--- src/rtl/cflog_pkg.sv ---
// Shared definitions for the CF-Log streamer: framer state encoding,
// default frame start byte, entry geometry and byte-lane selects.
// Optional checksum stage is controlled by macro CFLOG_STREAM_CSUM_EN.
package cflog_pkg;

  `ifdef CFLOG_STREAM_CSUM_EN
  typedef enum logic [2:0] {ST_IDLE, ST_HDR, ST_CNT, ST_DATA, ST_CSUM} state_t;
  `else
  typedef enum logic [2:0] {ST_IDLE, ST_HDR, ST_CNT, ST_DATA} state_t;
  `endif

  localparam logic [7:0] HDR_BYTE_DEF = 8'hA5;
  localparam int ENTRY_W = 32;   // {src[15:0], dest[15:0]}
  localparam int LVL_W   = 7;    // occupancy width, holds up to 64

  // Order in which an entry's bytes leave the framer
  localparam logic [1:0] LANE_SRC_HI = 2'd0;
  localparam logic [1:0] LANE_SRC_LO = 2'd1;
  localparam logic [1:0] LANE_DST_HI = 2'd2;
  localparam logic [1:0] LANE_DST_LO = 2'd3;

  // Pick one byte of an entry by lane
  function automatic logic [7:0] entry_byte(input logic [ENTRY_W-1:0] e,
                                            input logic [1:0] lane);
    logic [7:0] b;
    case (lane)
      LANE_SRC_HI: b = e[31:24];
      LANE_SRC_LO: b = e[23:16];
      LANE_DST_HI: b = e[15:8];
      default:     b = e[7:0];
    endcase
    return b;
  endfunction

endpackage

--- src/rtl/cflog_stream_if.sv ---
// Byte-stream handshake carrying CF-Log frames from the framer to a sink.
interface cflog_stream_if;
  logic [7:0] tx_data;
  logic       tx_valid;
  logic       tx_ready;

  modport master (output tx_data, output tx_valid, input tx_ready);
  modport slave  (input tx_data, input tx_valid, output tx_ready);
endinterface

--- src/rtl/cflog_fifo.sv ---
// CF-Log entry buffer: DEPTH-deep FIFO of 32-bit entries. Pointers wrap
// modulo DEPTH; a separate occupancy count distinguishes full from empty.
module cflog_fifo
  import cflog_pkg::*;
#(
  parameter int DEPTH = 8
) (
  input  logic               clk,
  input  logic               reset_n,
  input  logic               i_push,
  input  logic               i_pop,
  input  logic [ENTRY_W-1:0] i_wdata,
  output logic [ENTRY_W-1:0] o_rdata,
  output logic               o_full,
  output logic               o_empty,
  output logic [LVL_W-1:0]   o_level
);
  localparam int AW = (DEPTH > 1) ? $clog2(DEPTH) : 1;

  logic [ENTRY_W-1:0] r_mem [DEPTH];
  logic [AW-1:0]      r_wr_ptr;
  logic [AW-1:0]      r_rd_ptr;
  logic [LVL_W-1:0]   r_level;
  logic               w_do_push;
  logic               w_do_pop;

  assign o_full    = (r_level == LVL_W'(DEPTH));
  assign o_empty   = (r_level == '0);
  assign o_level   = r_level;
  assign w_do_push = i_push & ~o_full;
  assign w_do_pop  = i_pop & ~o_empty;
  assign o_rdata   = r_mem[r_rd_ptr];

  // Entry storage; contents need no reset since level gates every read
  always_ff @(posedge clk) begin
    if (w_do_push) r_mem[r_wr_ptr] <= i_wdata;
  end

  // Pointers and occupancy; push+pop together leave level unchanged
  always_ff @(posedge clk or negedge reset_n) begin
    if (!reset_n) begin
      r_wr_ptr <= '0;
      r_rd_ptr <= '0;
      r_level  <= '0;
    end else begin
      if (w_do_push) r_wr_ptr <= r_wr_ptr + AW'(1);
      if (w_do_pop)  r_rd_ptr <= r_rd_ptr + AW'(1);
      case ({w_do_push, w_do_pop})
        2'b10:   r_level <= r_level + LVL_W'(1);
        2'b01:   r_level <= r_level - LVL_W'(1);
        default: r_level <= r_level;
      endcase
    end
  end

endmodule

--- src/rtl/cflog_stream.sv ---
// CF-Log streamer: buffers control-flow entries and, on a rising edge of
// flush or ER_done, emits a frame HDR, {overflow,N}, N*4 entry bytes and,
// when CFLOG_STREAM_CSUM_EN is defined, an XOR checksum byte.
module cflog_stream
  import cflog_pkg::*;
#(
  parameter int         DEPTH    = 8,
  parameter logic [7:0] HDR_BYTE = HDR_BYTE_DEF
) (
  input  logic             clk,
  input  logic             reset_n,
  input  logic             cflow_hw_wen,
  input  logic [15:0]      cflow_src,
  input  logic [15:0]      cflow_dest,
  input  logic             flush,
  input  logic             ER_done,
  cflog_stream_if.master   tx,
  output logic             busy,
  output logic [LVL_W-1:0] level,
  output logic             overflow
);
  state_t             r_state, w_state_next;
  logic               r_flush_d, r_er_d, r_armed;
  logic [LVL_W-1:0]   r_cnt, r_rem;
  logic [1:0]         r_lane;
  logic               r_ovf, r_ovf_snap;
  logic [ENTRY_W-1:0] w_head;
  logic               w_full, w_empty;
  logic               w_start, w_xfer, w_pop, w_frame_end, w_drop;
  logic [7:0]         w_tx_data;
  logic               w_tx_valid;
  `ifdef CFLOG_STREAM_CSUM_EN
  logic [7:0]         r_csum;
  `endif

  cflog_fifo #(.DEPTH(DEPTH)) u_fifo (
    .clk     (clk),
    .reset_n (reset_n),
    .i_push  (cflow_hw_wen),
    .i_pop   (w_pop),
    .i_wdata ({cflow_src, cflow_dest}),
    .o_rdata (w_head),
    .o_full  (w_full),
    .o_empty (w_empty),
    .o_level (level)
  );

  // r_armed blocks a trigger in the first cycle after reset so a level
  // already high at release is not mistaken for a rising edge
  assign w_start  = (r_state == ST_IDLE) & r_armed &
                    ((flush & ~r_flush_d) | (ER_done & ~r_er_d));
  assign w_xfer   = w_tx_valid & tx.tx_ready;
  assign w_drop   = cflow_hw_wen & w_full;
  assign busy     = (r_state != ST_IDLE);
  assign overflow = r_ovf;
  assign tx.tx_data  = w_tx_data;
  assign tx.tx_valid = w_tx_valid;

  // Next-state, pop strobe and byte selection for the frame sequencer
  always_comb begin
    w_state_next = r_state;
    w_pop        = 1'b0;
    w_frame_end  = 1'b0;
    w_tx_valid   = 1'b1;
    w_tx_data    = 8'h00;
    case (r_state)
      ST_IDLE: begin
        w_tx_valid = 1'b0;
        if (w_start) w_state_next = ST_HDR;
      end
      ST_HDR: begin
        w_tx_data = HDR_BYTE;
        if (w_xfer) w_state_next = ST_CNT;
      end
      ST_CNT: begin
        w_tx_data = {r_ovf_snap, r_cnt[6:0]};
        if (w_xfer) begin
          if (r_cnt != '0) w_state_next = ST_DATA;
          else begin
            `ifdef CFLOG_STREAM_CSUM_EN
            w_state_next = ST_CSUM;
            `else
            w_state_next = ST_IDLE;
            w_frame_end  = 1'b1;
            `endif
          end
        end
      end
      ST_DATA: begin
        w_tx_data = entry_byte(w_head, r_lane);
        if (w_xfer && r_lane == LANE_DST_LO && !w_empty) begin
          w_pop = 1'b1;
          if (r_rem == LVL_W'(1)) begin
            `ifdef CFLOG_STREAM_CSUM_EN
            w_state_next = ST_CSUM;
            `else
            w_state_next = ST_IDLE;
            w_frame_end  = 1'b1;
            `endif
          end
        end
      end
      `ifdef CFLOG_STREAM_CSUM_EN
      ST_CSUM: begin
        w_tx_data = r_csum;
        if (w_xfer) begin
          w_state_next = ST_IDLE;
          w_frame_end  = 1'b1;
        end
      end
      `endif
      default: begin
        w_tx_valid   = 1'b0;
        w_state_next = ST_IDLE;
      end
    endcase
  end

  // State register
  always_ff @(posedge clk or negedge reset_n) begin
    if (!reset_n) r_state <= ST_IDLE;
    else          r_state <= w_state_next;
  end

  // Edge detectors, frame snapshot, lane/remaining counters and sticky overflow
  always_ff @(posedge clk or negedge reset_n) begin
    if (!reset_n) begin
      r_flush_d  <= 1'b0;
      r_er_d     <= 1'b0;
      r_armed    <= 1'b0;
      r_cnt      <= '0;
      r_rem      <= '0;
      r_lane     <= LANE_SRC_HI;
      r_ovf      <= 1'b0;
      r_ovf_snap <= 1'b0;
    end else begin
      r_flush_d <= flush;
      r_er_d    <= ER_done;
      r_armed   <= 1'b1;
      if (w_start) begin
        // occupancy before any same-cycle push defines N
        r_cnt      <= level;
        r_rem      <= level;
        r_lane     <= LANE_SRC_HI;
        r_ovf_snap <= r_ovf;
      end
      if (w_xfer && r_state == ST_DATA) r_lane <= r_lane + 2'd1;
      if (w_pop) r_rem <= r_rem - LVL_W'(1);
      if (w_drop)           r_ovf <= 1'b1;
      else if (w_frame_end) r_ovf <= 1'b0;
    end
  end

  `ifdef CFLOG_STREAM_CSUM_EN
  // Running XOR over the count byte and all entry bytes
  always_ff @(posedge clk or negedge reset_n) begin
    if (!reset_n) r_csum <= 8'h00;
    else if (w_start) r_csum <= 8'h00;
    else if (w_xfer && (r_state == ST_CNT || r_state == ST_DATA))
      r_csum <= r_csum ^ w_tx_data;
  end
  `endif

endmodule

--- src/flat_wrapper.sv ---
// flat-port wrapper written by rule: the top's interface ports become plain ports
module cflog_stream_flat import cflog_pkg::*;
#(
  parameter int         DEPTH    = 8,
  parameter logic [7:0] HDR_BYTE = HDR_BYTE_DEF
)
  (clk, reset_n, cflow_hw_wen, cflow_src, cflow_dest, flush, ER_done, busy, level, overflow, tx_tx_data, tx_tx_valid, tx_tx_ready);
  cflog_stream_if tx_i ();
  input  logic clk;
  input  logic reset_n;
  input  logic cflow_hw_wen;
  input  logic [15:0] cflow_src;
  input  logic [15:0] cflow_dest;
  input  logic flush;
  input  logic ER_done;
  output logic busy;
  output logic [LVL_W-1:0] level;
  output logic overflow;
  output wire logic [$bits(tx_i.tx_data)-1:0] tx_tx_data;
  output wire logic [$bits(tx_i.tx_valid)-1:0] tx_tx_valid;
  input wire logic [$bits(tx_i.tx_ready)-1:0] tx_tx_ready;
  assign tx_tx_data = tx_i.tx_data;
  assign tx_tx_valid = tx_i.tx_valid;
  assign tx_i.tx_ready = tx_tx_ready;
  cflog_stream #(.DEPTH(DEPTH), .HDR_BYTE(HDR_BYTE)) u_core (.clk(clk), .reset_n(reset_n), .cflow_hw_wen(cflow_hw_wen), .cflow_src(cflow_src), .cflow_dest(cflow_dest), .flush(flush), .ER_done(ER_done), .tx(tx_i), .busy(busy), .level(level), .overflow(overflow));
endmodule
--- config.mk ---
export PLATFORM = sky130hd
export DESIGN_NAME = cflog_stream_flat
export DESIGN_NICKNAME = d
export VERILOG_FILES = /design/src/rtl/cflog_pkg.sv /design/src/rtl/cflog_stream_if.sv /design/src/rtl/cflog_fifo.sv /design/src/rtl/cflog_stream.sv /design/src/flat_wrapper.sv
export SDC_FILE = /design/constraint.sdc
export NUM_CORES = 1
export LEC_CHECK = 0
export ABC_AREA = 1
export ABC_CLOCK_PERIOD_IN_PS = 2700
export CAP_MARGIN = 20
export CELL_PAD_IN_SITES_DETAIL_PLACEMENT = 1
export CELL_PAD_IN_SITES_GLOBAL_PLACEMENT = 2
export CORE_MARGIN = 2
export CORE_UTILIZATION = 30
export DETAILED_ROUTE_END_ITERATION = 10
export DONT_BUFFER_PORTS = 1
export PLACE_DENSITY = 0.59
export SLEW_MARGIN = 10
export SYNTH_ARGS = -nofsm -noshare
export SYNTH_HDL_FRONTEND = slang
export SYNTH_SLANG_ARGS = --single-unit
--- constraint.sdc ---
create_clock -name clk -period 2.7 [get_ports clk]
set_input_delay 0.54 -clock clk [delete_from_list [all_inputs] [get_ports clk]]
set_output_delay 0.54 -clock clk [all_outputs]
set_load 0.01 [all_outputs]
After elaboration in Yosys (flattened, before gate mapping)
Memories as Yosys holds them, arrays and structs flattened.
Index checks and enable logic that the tools add are counted.
{"block": "classes", "add_sub_neg": 6, "n_eq_ne": 15, "muxes": 26, "bitwise": 13, "reduce_logical": 15}
{"op": "one-hot mux 8 bit (3 select lines)", "count": 2}
{"op": "two-way mux 3 bit", "count": 5}
{"op": "two-way mux 7 bit", "count": 2}
{"op": "one-hot mux 7 bit (2 select lines)", "count": 1}
{"op": "subtractor 7 x 1 -> 7 bit (second input constant)", "count": 2}
{"op": "one-hot mux 3 bit (4 select lines)", "count": 1}
{"op": "two-way mux 1 bit", "count": 11}
{"op": "inequality test 2 x 1 -> 1 bit (second input constant)", "count": 5}
{"op": "AND 1 bit", "count": 8}
{"op": "nonzero test 2 bit", "count": 4}
{"op": "adder 7 x 1 -> 7 bit (second input constant)", "count": 1}
{"op": "== test 7 x 1 -> 1 bit (second input constant)", "count": 1}
{"op": "== test 7 x 4 -> 1 bit (second input constant)", "count": 1}
{"op": "zero test 7 bit", "count": 1}
{"op": "nonzero test 7 bit", "count": 1}
{"op": "adder 3 x 1 -> 3 bit (second input constant)", "count": 2}
{"op": "== test 2 bit (second input constant)", "count": 3}
{"op": "== test 3 x 2 -> 1 bit (second input constant)", "count": 2}
{"op": "two-way mux 2 bit", "count": 3}
{"op": "AND reduction 5 bit", "count": 1}
{"op": "== test 2 x 1 -> 1 bit (second input constant)", "count": 2}
{"op": "inverter 1 bit", "count": 4}
{"op": "== test 3 x 1 -> 1 bit (second input constant)", "count": 1}
{"op": "logical AND 1 bit", "count": 3}
{"op": "8 further kinds", "count": 8}
{"block": "word_totals", "ff_bits": 37, "ramBits": 256, "output_inout_bits": 18, "mem_count": 1}
{"memory": "u_core.u_fifo.r_mem", "depth": 8, "width": 32, "read_ports": 1, "rd_ports_with_merged_regs": 0, "wr": 1, "line_no": "cflog_fifo.sv:20", "rtl": "logic [ENTRY_W-1:0] r_mem [DEPTH];"}

Depth between registers and ports, before layout
{"block": "logic_depth", "word_depth": 11, "ltp_mapped": 16, "mapped_depth_nobuf": 15}

Modules after synthesis
Synthesis repeated with hierarchy kept, for this count alone.
{"block": "unflattened", "hier_cells": 1097, "area_unflattened_um2": 12451.9}
{"module": "cflog_fifo", "n_inst": 1, "cells_each": 858, "area_per_inst_um2": 10835.4, "seq_area_each_um2": 8012.7}
{"module": "cflog_stream", "n_inst": 1, "cells_each": 239, "area_per_inst_um2": 1616.6, "seq_area_each_um2": 575.6}

Least setup slack after synthesis
No wires, ideal clock.
{"block": "synth_timing", "path_type": "reg2reg", "start": "register u_core.u_fifo.r_level[0], in the netlist u_core.u_fifo.o_level[0]", "end": "memory u_core.u_fifo.r_mem[0][0] (enable)", "setup_time_ns": 0.421, "t_arrival_ns": 2.398, "required_time_ns": 2.279, "slack_ns": -0.119, "path_stages_with_launch": 6, "period_less_slack_ns": 2.819, "path_cell_list": "dfrtp_1 -> nor2_1 -> nand4_1 -> nand2_1 -> or2_2 -> nor2_1"}
{"block": "synth_between", "elab_chain_cells": 5}
{"item": "from (decl)", "line_no": "cflog_fifo.sv:23", "rtl": "logic [LVL_W-1:0] r_level;"}
{"item": "from (signal assigned)", "line_no": "cflog_fifo.sv:49", "rtl": "2'b10: r_level <= r_level + LVL_W'(1);"}
{"item": "from (signal assigned)", "line_no": "cflog_fifo.sv:50", "rtl": "2'b01: r_level <= r_level - LVL_W'(1);"}
{"item": "from (signal assigned)", "line_no": "cflog_fifo.sv:51", "rtl": "default: r_level <= r_level;"}
{"item": "== test 7 x 4 -> 1 bit", "line_no": "cflog_fifo.sv:27", "rtl": "assign o_full = (r_level == LVL_W'(DEPTH));"}
{"item": "inverter 1 bit", "line_no": "cflog_fifo.sv:30", "rtl": "assign w_do_push = i_push & ~o_full;"}
{"item": "AND 1 bit", "line_no": "cflog_fifo.sv:30"}
{"item": "two-way mux 1 bit", "line_no": "cflog_fifo.sv:36", "rtl": "if (w_do_push) r_mem[r_wr_ptr] <= i_wdata;"}
{"item": "two-way mux 1 bit (not written as such)", "line_no": "cflog_fifo.sv:36"}
{"item": "to (decl)", "line_no": "cflog_fifo.sv:20"}
No other way between the ends.

Final worst setup path
{"block": "layout_timing", "start": "register u_core.u_fifo.r_rd_ptr[0]", "end": "output port tx_tx_data[5]"}
{"block": "layout_between", "elab_chain_cells": 3}
{"item": "from (decl)", "line_no": "cflog_fifo.sv:22", "rtl": "logic [AW-1:0] r_rd_ptr;"}
{"item": "from (signal assigned)", "line_no": "cflog_fifo.sv:47", "rtl": "if (w_do_pop) r_rd_ptr <= r_rd_ptr + AW'(1);"}
{"item": "memory (8 x 32 bit)"}
{"item": "one-hot mux 8 bit (3 select lines)", "line_no": "cflog_pkg.sv:26", "rtl": "case (lane)"}
{"item": "one-hot mux 8 bit (3 select lines)", "line_no": "cflog_stream.sv:66", "rtl": "case (r_state)"}
{"item": "to (decl)", "line_no": "flat_wrapper.sv:19", "rtl": "output wire logic [$bits(tx_i.tx_data)-1:0] tx_tx_data;"}
No other way between the ends.

==> impl_metrics.tcl <==
set metrics [dict create \
    final_layout_size_suffix_gt1_share_pct 15.83 \
    grt_pass1_vias 9195 \
    start_util_pct 30.32 \
    syn-cell-area_um2 12690 \
    finalWorstSetupSlack_ns -0.1004 \
    cts_made_buffers 37 \
    syn2layout_area_growth_pct 22.65 \
    numClockSinks 292 \
    tritoncts "yes" \
    finalSetupTns_ns -0.6402 \
    leakage_nw 6.193 \
    timing.fmax_mhz 357.1 \
    cts-root-buf "clkbuf_16" \
    clkSlewWorstSetupHoldPaths_ns 0.06 \
    htree_levels 2 \
    die_w_um 209.7 \
    synthDistinctLibCells 31 \
    worst_slew_pin_slew_ns 0.5591 \
    clockPowerShare_pct 27.5 \
    power_density_nw_per_um2 1114 \
    dr.pass1.iters 4 \
    setup_viol 8 \
    rsz0062_at_grt "true" \
    synth_seq_cells 292 \
    drt_iter0_drc 300 \
    utilization_pct 37.19 \
    vias 8465 \
    layout_min_cycle_time_ns 2.800 \
    route.detailed.wl_per_inst_um 21.19 \
    netSwitchingFraction_pct 37.48 \
    port_buffers 0 \
    arrival_ns 2.26 \
    grt_start_max_net_pins 56 \
    antenna_cells 0 \
    pin_count 56 \
    fin_crit_sh_pct 103.7 \
    place_area_um2 13650 \
    drc_errors 0 \
    worstPathMaxFanout 6 \
    ys_warn_count 0 \
    globalplace.congestion 0.7341 \
    syn-mean-instance-area_um2 10.61 \
    synth_edf_count 256 \
    status "complete, but fails checks" \
    syn_nets 1250 \
    clockBufferDepth 3 \
    nets 1296 \
    sequentialPowerShare_pct 34.7 \
    antenna_left 0 \
    hold_path.class "in2reg" \
    ys_seq_area_share_pct 67.67 \
    grt_pass1_wl_mm 57.68 \
    grt-ovfl-total 0 \
    core_area_um2 41850 \
    cp_data_required_time_ns 2.16 \
    synth_ff_type "edfxtp_1" \
    hpwl_mm 21.91 \
    maxSlewViolCount 0 \
    drt_wl_total_mm 38.34 \
    criticalPathCategory "reg2out" \
    power_mw 17.34 \
    clk_latency_ns 0.55 \
    start_kind "register" \
    grt.total_usage_pct 17.75 \
    die_y_um 209.7 \
    violations "setup timing" \
    synth_cells 1196 \
    die_area_um2 43960 \
    power_switching_mw 6.497 \
    intPower_mw 10.84 \
    ir_drop_v 0.0004121 \
    drv_cap 0 \
    finalInstanceArea_um2 15560 \
    endpoint_kind "output pin" \
    async_reset_ff_share_pct 12.33 \
    row_count 75 \
    final_hold_viol_count 0 \
    antenna_found_initial 0 \
    timing.slew.headroom_pct 62.73 \
    p_comb_share_pct 37.8 \
    finClkSkew_ns 0.02111 \
    vias_per_cell 4.679 \
]
## per-stage QoR
| step | hold WS, ns | setup slack (ns) | cells |
|---|---|---|---|
| floorplan | 0.2444 | -0.1191 | 1196 |
| global placement | 0.2452 | 0.1918 | 1722 |
| detailed placement | 0.2452 | 0.1400 | 1722 |
| CTS | 0.04778 | -0.1715 | 1801 |
| global route | 0.05414 | -0.2360 | 1809 |
| finish | 0.08005 | -0.1004 | 1809 |
## Yosys cell counts, types with 2 or more instances
library cell	number	share of area, %
nor2_1	40	1.2
nand3_1	194	7.7
a31oi_1	2	0.099
buf_6	9	0.80
inv_1	102	3.0
o21ai_1	14	0.55
o21bai_1	5	0.30
nand4_1	5	0.25
nor3_1	2	0.079
buf_4	11	0.65
nand2_1	405	12
o21ai_0	22	0.87
clkinv_1	6	0.18
xnor2_1	2	0.14
or2_2	2	0.099
ha_1	15	1.5
a21oi_1	9	0.35
buf_2	27	1.1
edfxtp_1	256	61
inv_2	3	0.089
xor2_1	10	0.69
dfrtp_1	36	7.1
clkbuf_1	11	0.33
## cells in the final DEF, fill, tap and decap left out, drive strengths merged, types with 2 or more instances in the layout
cell type,Yosys,layout
clkinv,6,22
or2,2,2
nand4,5,5
xnor2,2,2
nor2,40,40
nand2,405,405
a31oi,2,2
dlygate4sd3,0,3
dfrtp,36,36
bufinv,0,3
inv,106,108
a21oi,9,9
ha,15,15
buf,48,56
nor3,2,2
edfxtp,256,256
clkbuf,11,53
o21bai,5,5
o21ai,36,36
xor2,10,10
nand3,195,195
## critical path, stage by stage, from the launching register on
cell and delay, ns:
dfrtp_4 0.59, buf_16 0.20, buf_4 0.16, nand2_1 0.05
nand3_1 0.09, nand3_2 0.09, nand2_2 0.09, nand2_2 0.08
nand2_2 0.09, o21ai_4 0.17, nand2_2 0.09
## cells by family (layout without fill, tap and decap cells)
family	after synthesis	in the layout	synth area share [%]
AOI/OAI and AO/OA	53	53	2.218
other	1	1	0.02955
adders and majority gates	16	16	1.637
buffers and inverters	171	245	6.201
xor gates and xnor gates	12	12	0.8282
and+or+nand+nor	651	651	21.41
DFF	292	292	67.67
## sequential cells by signal, summed over array words and instances, names as in the netlist
signal and count:
u_core.u_fifo.r_wr_ptr 3, u_core.r_lane 2, u_core.r_armed 1, u_core.r_ovf_snap 1, u_core.u_fifo.o_level 7, u_core.u_fifo.r_rd_ptr 3
u_core.r_er_d 1, u_core.u_fifo.r_mem 256, u_core.overflow 1, u_core.r_rem 7, u_core.r_state 2, u_core.r_flush_d 1
u_core.r_cnt 7
## metal layers
layer / up-vias / global-route usage, % / wire, um
met5: - / 0 / 0
met4: 0 / 5.185 / 816
met3: 51 / 3.262 / 1316
met2: 89 / 29.90 / 18410
met1: 4222 / 23.40 / 17790
li1: 4103 / - / -
## area by class of cell
type	instances	area, um2
clock buffers	47	963.4
clock inverters	20	197.7
fillers	4551	26290
inverters	112	432.9
multi-input cells	733	3684
flip-flops and latches	292	8593
well taps	539	674.4
repair buffers	65	1008
repair inverters	1	11.26
## power groups by stage
stage / clock [mW] / combinational (mW) / sequential, mW
finish: 4.77 / 6.55 / 6.02
floorplan: 0 / 3.44 / 6.03
CTS: 4.91 / 6.21 / 6.00
global placement: 0 / 5.60 / 6.05
global route: 5.06 / 7.28 / 6.09
detailed placement: 0 / 5.65 / 6.07
## path summary, 6_finish.rpt
check                                                           start                                    end  slack, ns  cells after the start
worst min-delay path                                   cflow_dest[12]   u_core.u_fifo.r_mem[6][12]$_DFFE_PP_       0.08                      0
worst max-delay path            u_core.u_fifo.r_rd_ptr[0]$_DFFE_PN0P_                          tx_tx_data[5]      -0.10                     10
max in group asynchronous                                     reset_n  u_core.u_fifo.r_rd_ptr[0]$_DFFE_PN0P_       1.98                      2
worst min register to register          u_core.r_ovf_snap$_DFFE_PN0P_          u_core.r_ovf_snap$_DFFE_PN0P_       0.49                      2
worst max register to register   u_core.u_fifo.o_level[3]$_DFFE_PN0P_   u_core.u_fifo.o_level[5]$_DFFE_PN0P_       0.31                     13
min in group asynchronous                                     reset_n  u_core.u_fifo.r_rd_ptr[1]$_DFFE_PN0P_       0.50                      2
## timing repair
item                                    4_1_cts  5_1_grt
gates cloned                                  3        7
resized for setup                            51       54
endpoints found under the hold margin        38        0
pin swaps                                     5       21
hold buffers                                  4        0
endpoints found under the setup margin        8       12
setup buffers                                 5        2
Power figures use the tool's default switching activity.
